--- src/rtl/crc16_pkg.sv ---
// rtl/crc16_pkg.sv - CRC-16 (0x8005) checker constants and FSM state type
package crc16_pkg;

  localparam logic [15:0] CRC16_POLY    = 16'h8005;
  localparam logic [15:0] CRC16_INIT    = 16'h0000;
  localparam logic [15:0] MIN_FRAME_LEN = 16'd3;

  typedef enum logic [1:0] {
    IDLE  = 2'd0,
    RECV  = 2'd1,
    CHECK = 2'd2
  } state_t;

endpackage

--- src/rtl/crc16_byte_next.sv ---
// rtl/crc16_byte_next.sv - byte-wide MSB-first CRC-16 next-state XOR network
module crc16_byte_next
  import crc16_pkg::*;
(
  input  logic [15:0] crc,
  input  logic [7:0]  d,
  output logic [15:0] next
);

  logic [15:0] c;

  // Eight unrolled serial steps; synthesis flattens this into a pure XOR tree.
  always_comb begin
    c = crc;
    for (int i = 7; i >= 0; i--) begin
      if (c[15] ^ d[i]) begin
        c = {c[14:0], 1'b0} ^ CRC16_POLY;
      end else begin
        c = {c[14:0], 1'b0};
      end
    end
  end

  assign next = c;

endmodule

--- config.mk ---
export PLATFORM = sky130hd
export DESIGN_NAME = crc16_byte_next
export DESIGN_NICKNAME = d
export VERILOG_FILES = /design/src/rtl/crc16_pkg.sv /design/src/rtl/crc16_byte_next.sv
export SDC_FILE = /design/constraint.sdc
export NUM_CORES = 1
export LEC_CHECK = 0
export CAP_MARGIN = 20
export CORE_AREA = 2 2 39 41
export DETAILED_ROUTE_END_ITERATION = 8
export DIE_AREA = 0 0 41 43
export GPL_TIMING_DRIVEN = 0
export PLACE_DENSITY = 0.74
export SLEW_MARGIN = 10
export SYNTH_ARGS = -nofsm -noshare
export SYNTH_HDL_FRONTEND = slang
export SYNTH_SLANG_ARGS = --single-unit
--- constraint.sdc ---
create_clock -name vclk -period 3.35
set_clock_uncertainty 0.1 [all_clocks]
set_input_delay 1.005 -clock vclk [all_inputs]
set_output_delay 1.005 -clock vclk [all_outputs]
set_load 0.03 [all_outputs]
==> qor.yml, run 1 <==
status:
  outcome: "finished clean"
global_route:
  grtUsageTotal_pct: 10.3
  globalRouteOverflowTotal: 0
  largest_net_degree_at_the_start_of_global_routing: 4
  antenna_found_initial: 0
  vias_in_the_first_global_route: 357
  grt_first_pass_wirelength_microns: 1320
floorplanning:
  fp.coreArea_sq_mm: 0.00138
  die_height_microns: 43
  die-width_microns: 41
  floorplan.initialDensity_pct: 21.5
  die-area_sq_mm: 0.00176
  rows: 14
  io-pin-count: 40
sta:
  report.final.setup_viol: 0
  period_share_pct: 98.8
  finalHoldWorstSlack_ns: 2.58
  slew_at_the_pin_with_the_worst_max_slew_slack_ns: 0.305
  clock.fmax_ghz: 0.302
  slew-limit-headroom_pct: 79.6
  final_max_slew_violation_count: 0
  period_minus_slack_ns: 3.31
  report.final.hold_viol_count: 0
synthesis:
  mappedNetlistArea_sq_um: 298
  synth.yosys.warnings: 0
  synthesis.area_per_instance_sq_um: 10.6
  synthesis.nets: 52
  yosys-top-cells-area: "sky130_fd_sc_hd__xnor2_1 (32%), sky130_fd_sc_hd__xnor2_2 (27%), sky130_fd_sc_hd__xor2_1 (15%), sky130_fd_sc_hd__buf_4 (13%), sky130_fd_sc_hd__xnor3_1 (7.6%)"
  synth_xor_xnor_area_share_pct: 87.4
  synthAdderAreaFrac_pct: 0
  area_fraction_in_compound_gates_after_synthesis_pct: 0
  netlist_instances: 28
  synth.top_cell.area_share_pct: 32.4
  yosys.cell_types.count: 6
  yosysTopAreaCell: "sky130_fd_sc_hd__xnor2_1"
  simple_gate_area_share_of_the_yosys_netlist_pct: 0
  synth_top_family_by_area: "XOR/XNOR gates"
  synthMuxAreaShare_pct: 0
  seq_area_frac_synth_pct: 0
pwr:
  cellLeakagePower_uw: 0.000397
  power.share.switching_pct: 50.3
  ir_worst_vdd_v: 0.000215
  seq_power_share_pct: 0
  power_frac_comb_pct: 100.0
  powerDensity_mw_per_mm2: 464
  clock_share_of_power_pct: 0
  power.switching_uw: 207
  totalPowerFinal_uw: 411
  power_report.internal_total_uw: 205
detailed_routing:
  final_antenna_net_count: 0
  drt_wl_total_microns: 816
  avgViaCountPerCell: 3.79
  routed-via-count: 345
  detailedRoute.firstPassIterationCount: 1
  detail_route.iter0.violations: 0
  drc: 0
  post_drt_wl_per_cell_microns: 8.97
critical_path:
  critical_path.max_fanout: 2
  worst-endpoint-arrival_ns: 2.20
  timing.critical_path.required_ns: 2.24
  crit_chain: "buf_4 -> xor2_4 -> xnor2_4 -> xnor2_2 -> xnor3_2 -> buf_6"
  setup.worst_path.class: "in2out"
  critical_path.endpoint_type: "output pin"
  worst_path_largest_cell_delay_ns: 0.37
  worstSetupStartpointType: "input port"
  slowest_stage: "sky130_fd_sc_hd__xnor3_2"
job:
  cap_viol_max_count: 0
place:
  place.port_buffers: 35
  dp_hpwl_microns: 653
  gp_congestion: 0.579
  numPlacedInstances: 79
cells_and_area:
  syn_to_final_growth_pct: 197
  area.sequential_sq_um: 0
  drive_gt1_share_pct: 69.3
  seq_cell_count: 0
  final_cells: 91
  n_clock_buffer: 0
  final_net_count: 101
  antenna_diode_count: 0
  utilization_pct: 64.0
hold_path:
  hold_path.class: "in2out"
path summary, 6_finish.rpt:
check | cells past startpoint | endpoint | start | slack [ns]
worst min-delay path | 4 | next[2] | crc[9] | 2.58
worst max-delay path | 6 | next[15] | crc[8] | 0.04
synth_stat cells:
| cell | instances |
|---|---|
| sky130_fd_sc_hd__xnor2_1 | 11 |
| sky130_fd_sc_hd__buf_4 | 5 |
| sky130_fd_sc_hd__xnor2_2 | 5 |
| sky130_fd_sc_hd__xor2_1 | 5 |
| sky130_fd_sc_hd__xnor3_1 | 1 |
| sky130_fd_sc_hd__xor2_2 | 1 |
cells in the final DEF (no fill, tap or decap):
cell,instances
sky130_fd_sc_hd__buf_6,2
sky130_fd_sc_hd__xor2_1,3
sky130_fd_sc_hd__xnor2_2,1
sky130_fd_sc_hd__xnor3_2,1
sky130_fd_sc_hd__clkdlybuf4s50_1,8
sky130_fd_sc_hd__xnor2_4,10
sky130_fd_sc_hd__buf_2,10
sky130_fd_sc_hd__clkdlybuf4s15_2,1
sky130_fd_sc_hd__xor2_4,3
sky130_fd_sc_hd__clkbuf_2,3
sky130_fd_sc_hd__dlygate4sd2_1,7
sky130_fd_sc_hd__buf_4,21
sky130_fd_sc_hd__xnor2_1,5
worst max-delay path: cells and delay by family:
family                    cells  cell delay, ns
buffers and inverters         2            0.28
xor gates and xnor gates      4            0.92
per-layer routing:
metal | track usage (%) | wire length [microns]
met1 | 10.1 | 227
met2 | 22.2 | 535
met3 | 0 | 53
met4 | 0 | 0
met5 | 0 | 0
power by group through the flow:
| stage | registers [uW] | clock network (uW) | logic, uW |
|---|---|---|---|
| 2_1_floorplan | 0 | 0 | 233 |
| 3_3_place_gp | 0 | 0 | 362 |
| 3_5_place_dp | 0 | 0 | 368 |
| 4_1_cts | 0 | 0 | 386 |
| 5_1_grt | 0 | 0 | 433 |
| 6_report | 0 | 0 | 411 |
timing repair:
item,4_1_cts,5_1_grt
hold buffers,0,0
pin swaps,15,10
gates resized for setup,90,18
setup endpoints to repair,11,4
cloned,0,0
hold endpoints to repair,0,0
buffers inserted,8,4
final cells by class:
class | instances | area, sq um
repair buffers | 47 | 360
plain buffers | 5 | 37.5
multi-input cells | 23 | 468
fillers | 123 | 498
well taps | 16 | 20.0
cell families (layout without fill, tap and decap cells):
kind of cell	count (synthesis)	in the layout
buffers and inverters	5	52
xor gates and xnor gates	23	23
through the flow:
step,instance area [sq um],setup slack (ns),setup TNS [ns]
after global placement,748,-0.891,-5.77
after global routing,886,-0.00292,-0.00292
after CTS,867,-0.0158,-0.0158
after detailed placement,748,-0.967,-6.05
final,886,0.0417,0
after floorplan,378,-0.0932,-0.186
Power figures use the tool's default switching activity.
==> run 2: changes to the inputs <==
Settings changed: PLACE_DENSITY 0.74 to unset, PLACE_DENSITY_LB_ADDON set to 0.2.
Clock period 3.35 ns to 3.1 ns, I/O delays scaled along.
==> qor.yml, run 2 (synthesis gave the netlist of run 1 again) <==
status:
  outcome: "finished, violations left"
  failed_checks: "negative setup slack"
job:
  cap_viol_max_count: 0
cells_and_area:
  utilization_pct: 69.5
  drive_gt1_share_pct: 78.2
  seq_cell_count: 0
  final_cell_mix: "sky130_fd_sc_hd__buf_4 (18), sky130_fd_sc_hd__buf_6 (12), sky130_fd_sc_hd__clkdlybuf4s50_1 (8), sky130_fd_sc_hd__xnor2_4 (7), sky130_fd_sc_hd__xnor2_2 (6)"
  antenna_diode_count: 0
  n_clock_buffer: 0
  most_frequent_standard_cell_in_the_layout_excluding_fill_and_tap_cells: "sky130_fd_sc_hd__buf_4"
  area.sequential_sq_um: 0
  final_net_count: 104
  syn_to_final_growth_pct: 223
global_route:
  vias_in_the_first_global_route: 312
  antenna_found_initial: 0
  grtUsageTotal_pct: 8.78
  globalRouteOverflowTotal: 0
  largest_net_degree_at_the_start_of_global_routing: 4
  grt_first_pass_wirelength_microns: 1170
sta:
  final.setup.worst_slack_ns: -0.0386
  slew_at_the_pin_with_the_worst_max_slew_slack_ns: 0.310
  clock.fmax_ghz: 0.319
  final_max_slew_violation_count: 0
  setup_total_negative_slack_ns: -0.0386
  period_share_pct: 101
  report.final.setup_viol: 1
  slew-limit-headroom_pct: 79.3
  setup_repair_after_global_routing_missed_its_margin: "yes"
  period_minus_slack_ns: 3.14
  report.final.hold_viol_count: 0
critical_path:
  setup.worst_path.start: "crc[12]"
  timing.critical_path.required_ns: 2.07
  critical_path.max_fanout: 3
  crit_path_end: "next[15]"
  worstSetupStartpointType: "input port"
  setup.worst_path.class: "in2out"
  worst-endpoint-arrival_ns: 2.11
  critical_path.endpoint_type: "output pin"
floorplanning:
  io-pin-count: 40
  die_height_microns: 43
  floorplan.initialDensity_pct: 21.5
  die-width_microns: 41
  rows: 14
  die-area_sq_mm: 0.00176
  fp.coreArea_sq_mm: 0.00138
hold_path:
  hold_path.class: "in2out"
pwr:
  ir_worst_vdd_v: 0.000292
  powerDensity_mw_per_mm2: 519
  cellLeakagePower_uw: 0.000439
  power.share.switching_pct: 46.8
  power_report.internal_total_uw: 265
  power.switching_uw: 234
  seq_power_share_pct: 0
  power_frac_comb_pct: 100.0
  clock_share_of_power_pct: 0
  totalPowerFinal_uw: 499
place:
  dp_hpwl_microns: 712
  place.port_buffers: 35
  gp_congestion: 0.560
detailed_routing:
  final_antenna_net_count: 0
  avgViaCountPerCell: 3.81
  drc: 0
  detail_route.iter0.violations: 0
  post_drt_wl_per_cell_microns: 8.77
  detailedRoute.firstPassIterationCount: 1
  drt_wl_total_microns: 824
  routed-via-count: 358
-- run 2: cell types whose count changed in the layout (fill, tap and decap cells not counted), sizes merged --
cell | before | now
clkbuf | 3 | 5
buf | 33 | 36
dlygate4sd2 | 7 | 2
clkdlybuf4s15 | 1 | 4
-- run 2: power groups by stage --
stage,sequential [uW],combinational [uW],clock [uW]
finish,0,499,0
global route,0,523,0
CTS,0,458,0
detailed placement,0,435,0
global placement,0,431,0
floorplan,0,287,0
-- run 2: worst max-delay path: stages --
cell and delay (ns):
sky130_fd_sc_hd__buf_8 0.10, sky130_fd_sc_hd__xor2_4 0.19, sky130_fd_sc_hd__xnor2_4 0.21, sky130_fd_sc_hd__xnor2_2 0.15, sky130_fd_sc_hd__xnor3_2 0.37, sky130_fd_sc_hd__buf_6 0.15
-- run 2: area by class of cell --
| cell class | instances | area (sq um) |
|---|---|---|
| timing repair buffer | 50 | 448 |
| buffer | 5 | 37.5 |
| multi-input combinational | 23 | 457 |
| fill | 107 | 422 |
| tap | 16 | 20.0 |
-- run 2: worst min-delay path by stage --
| stage | startpoint | to | slack [ns] | cells after the start |
|---|---|---|---|---|
| 3_5_place_dp | crc[2] | next[10] | 2.44 | 2 |
| 4_1_cts | crc[2] | next[10] | 2.44 | 2 |
| 5_1_grt | crc[9] | next[3] | 2.37 | 5 |
| 2_1_floorplan | crc[2] | next[10] | 1.89 | 1 |
| 3_3_place_gp | crc[6] | next[14] | 2.44 | 2 |
| 6_report | crc[9] | next[3] | 2.35 | 5 |
-- run 2: timing repair --
item / in CTS / in global routing
setup endpoints to repair: 11 / 7
hold buffers: 0 / 0
setup buffers: 10 / 8
gates resized for setup: 72 / 54
pin swaps: 14 / 17
cloned: 0 / 0
-- run 2: through the flow --
stage | worst slack (ns) | cells | hold slack (ns) | instance area [sq um]
3_3_place_gp | -1.01 | 79 | 2.44 | 838
6_report | -0.0386 | 94 | 2.35 | 962
3_5_place_dp | -1.03 | 79 | 2.44 | 838
4_1_cts | -0.244 | 86 | 2.44 | 887
2_1_floorplan | -0.0179 | 28 | 1.89 | 468
5_1_grt | -0.0824 | 94 | 2.37 | 962
-- run 2: layer usage --
| metal | vias up | routed length (microns) | global-route usage (%) |
|---|---|---|---|
| met2 | 15 | 562 | 19.7 |
| met3 | 0 | 53 | 0 |
| met5 | - | 0 | 0 |
| li1 | 179 | - | - |
| met1 | 164 | 208 | 7.84 |
| met4 | 0 | 0 | 0 |
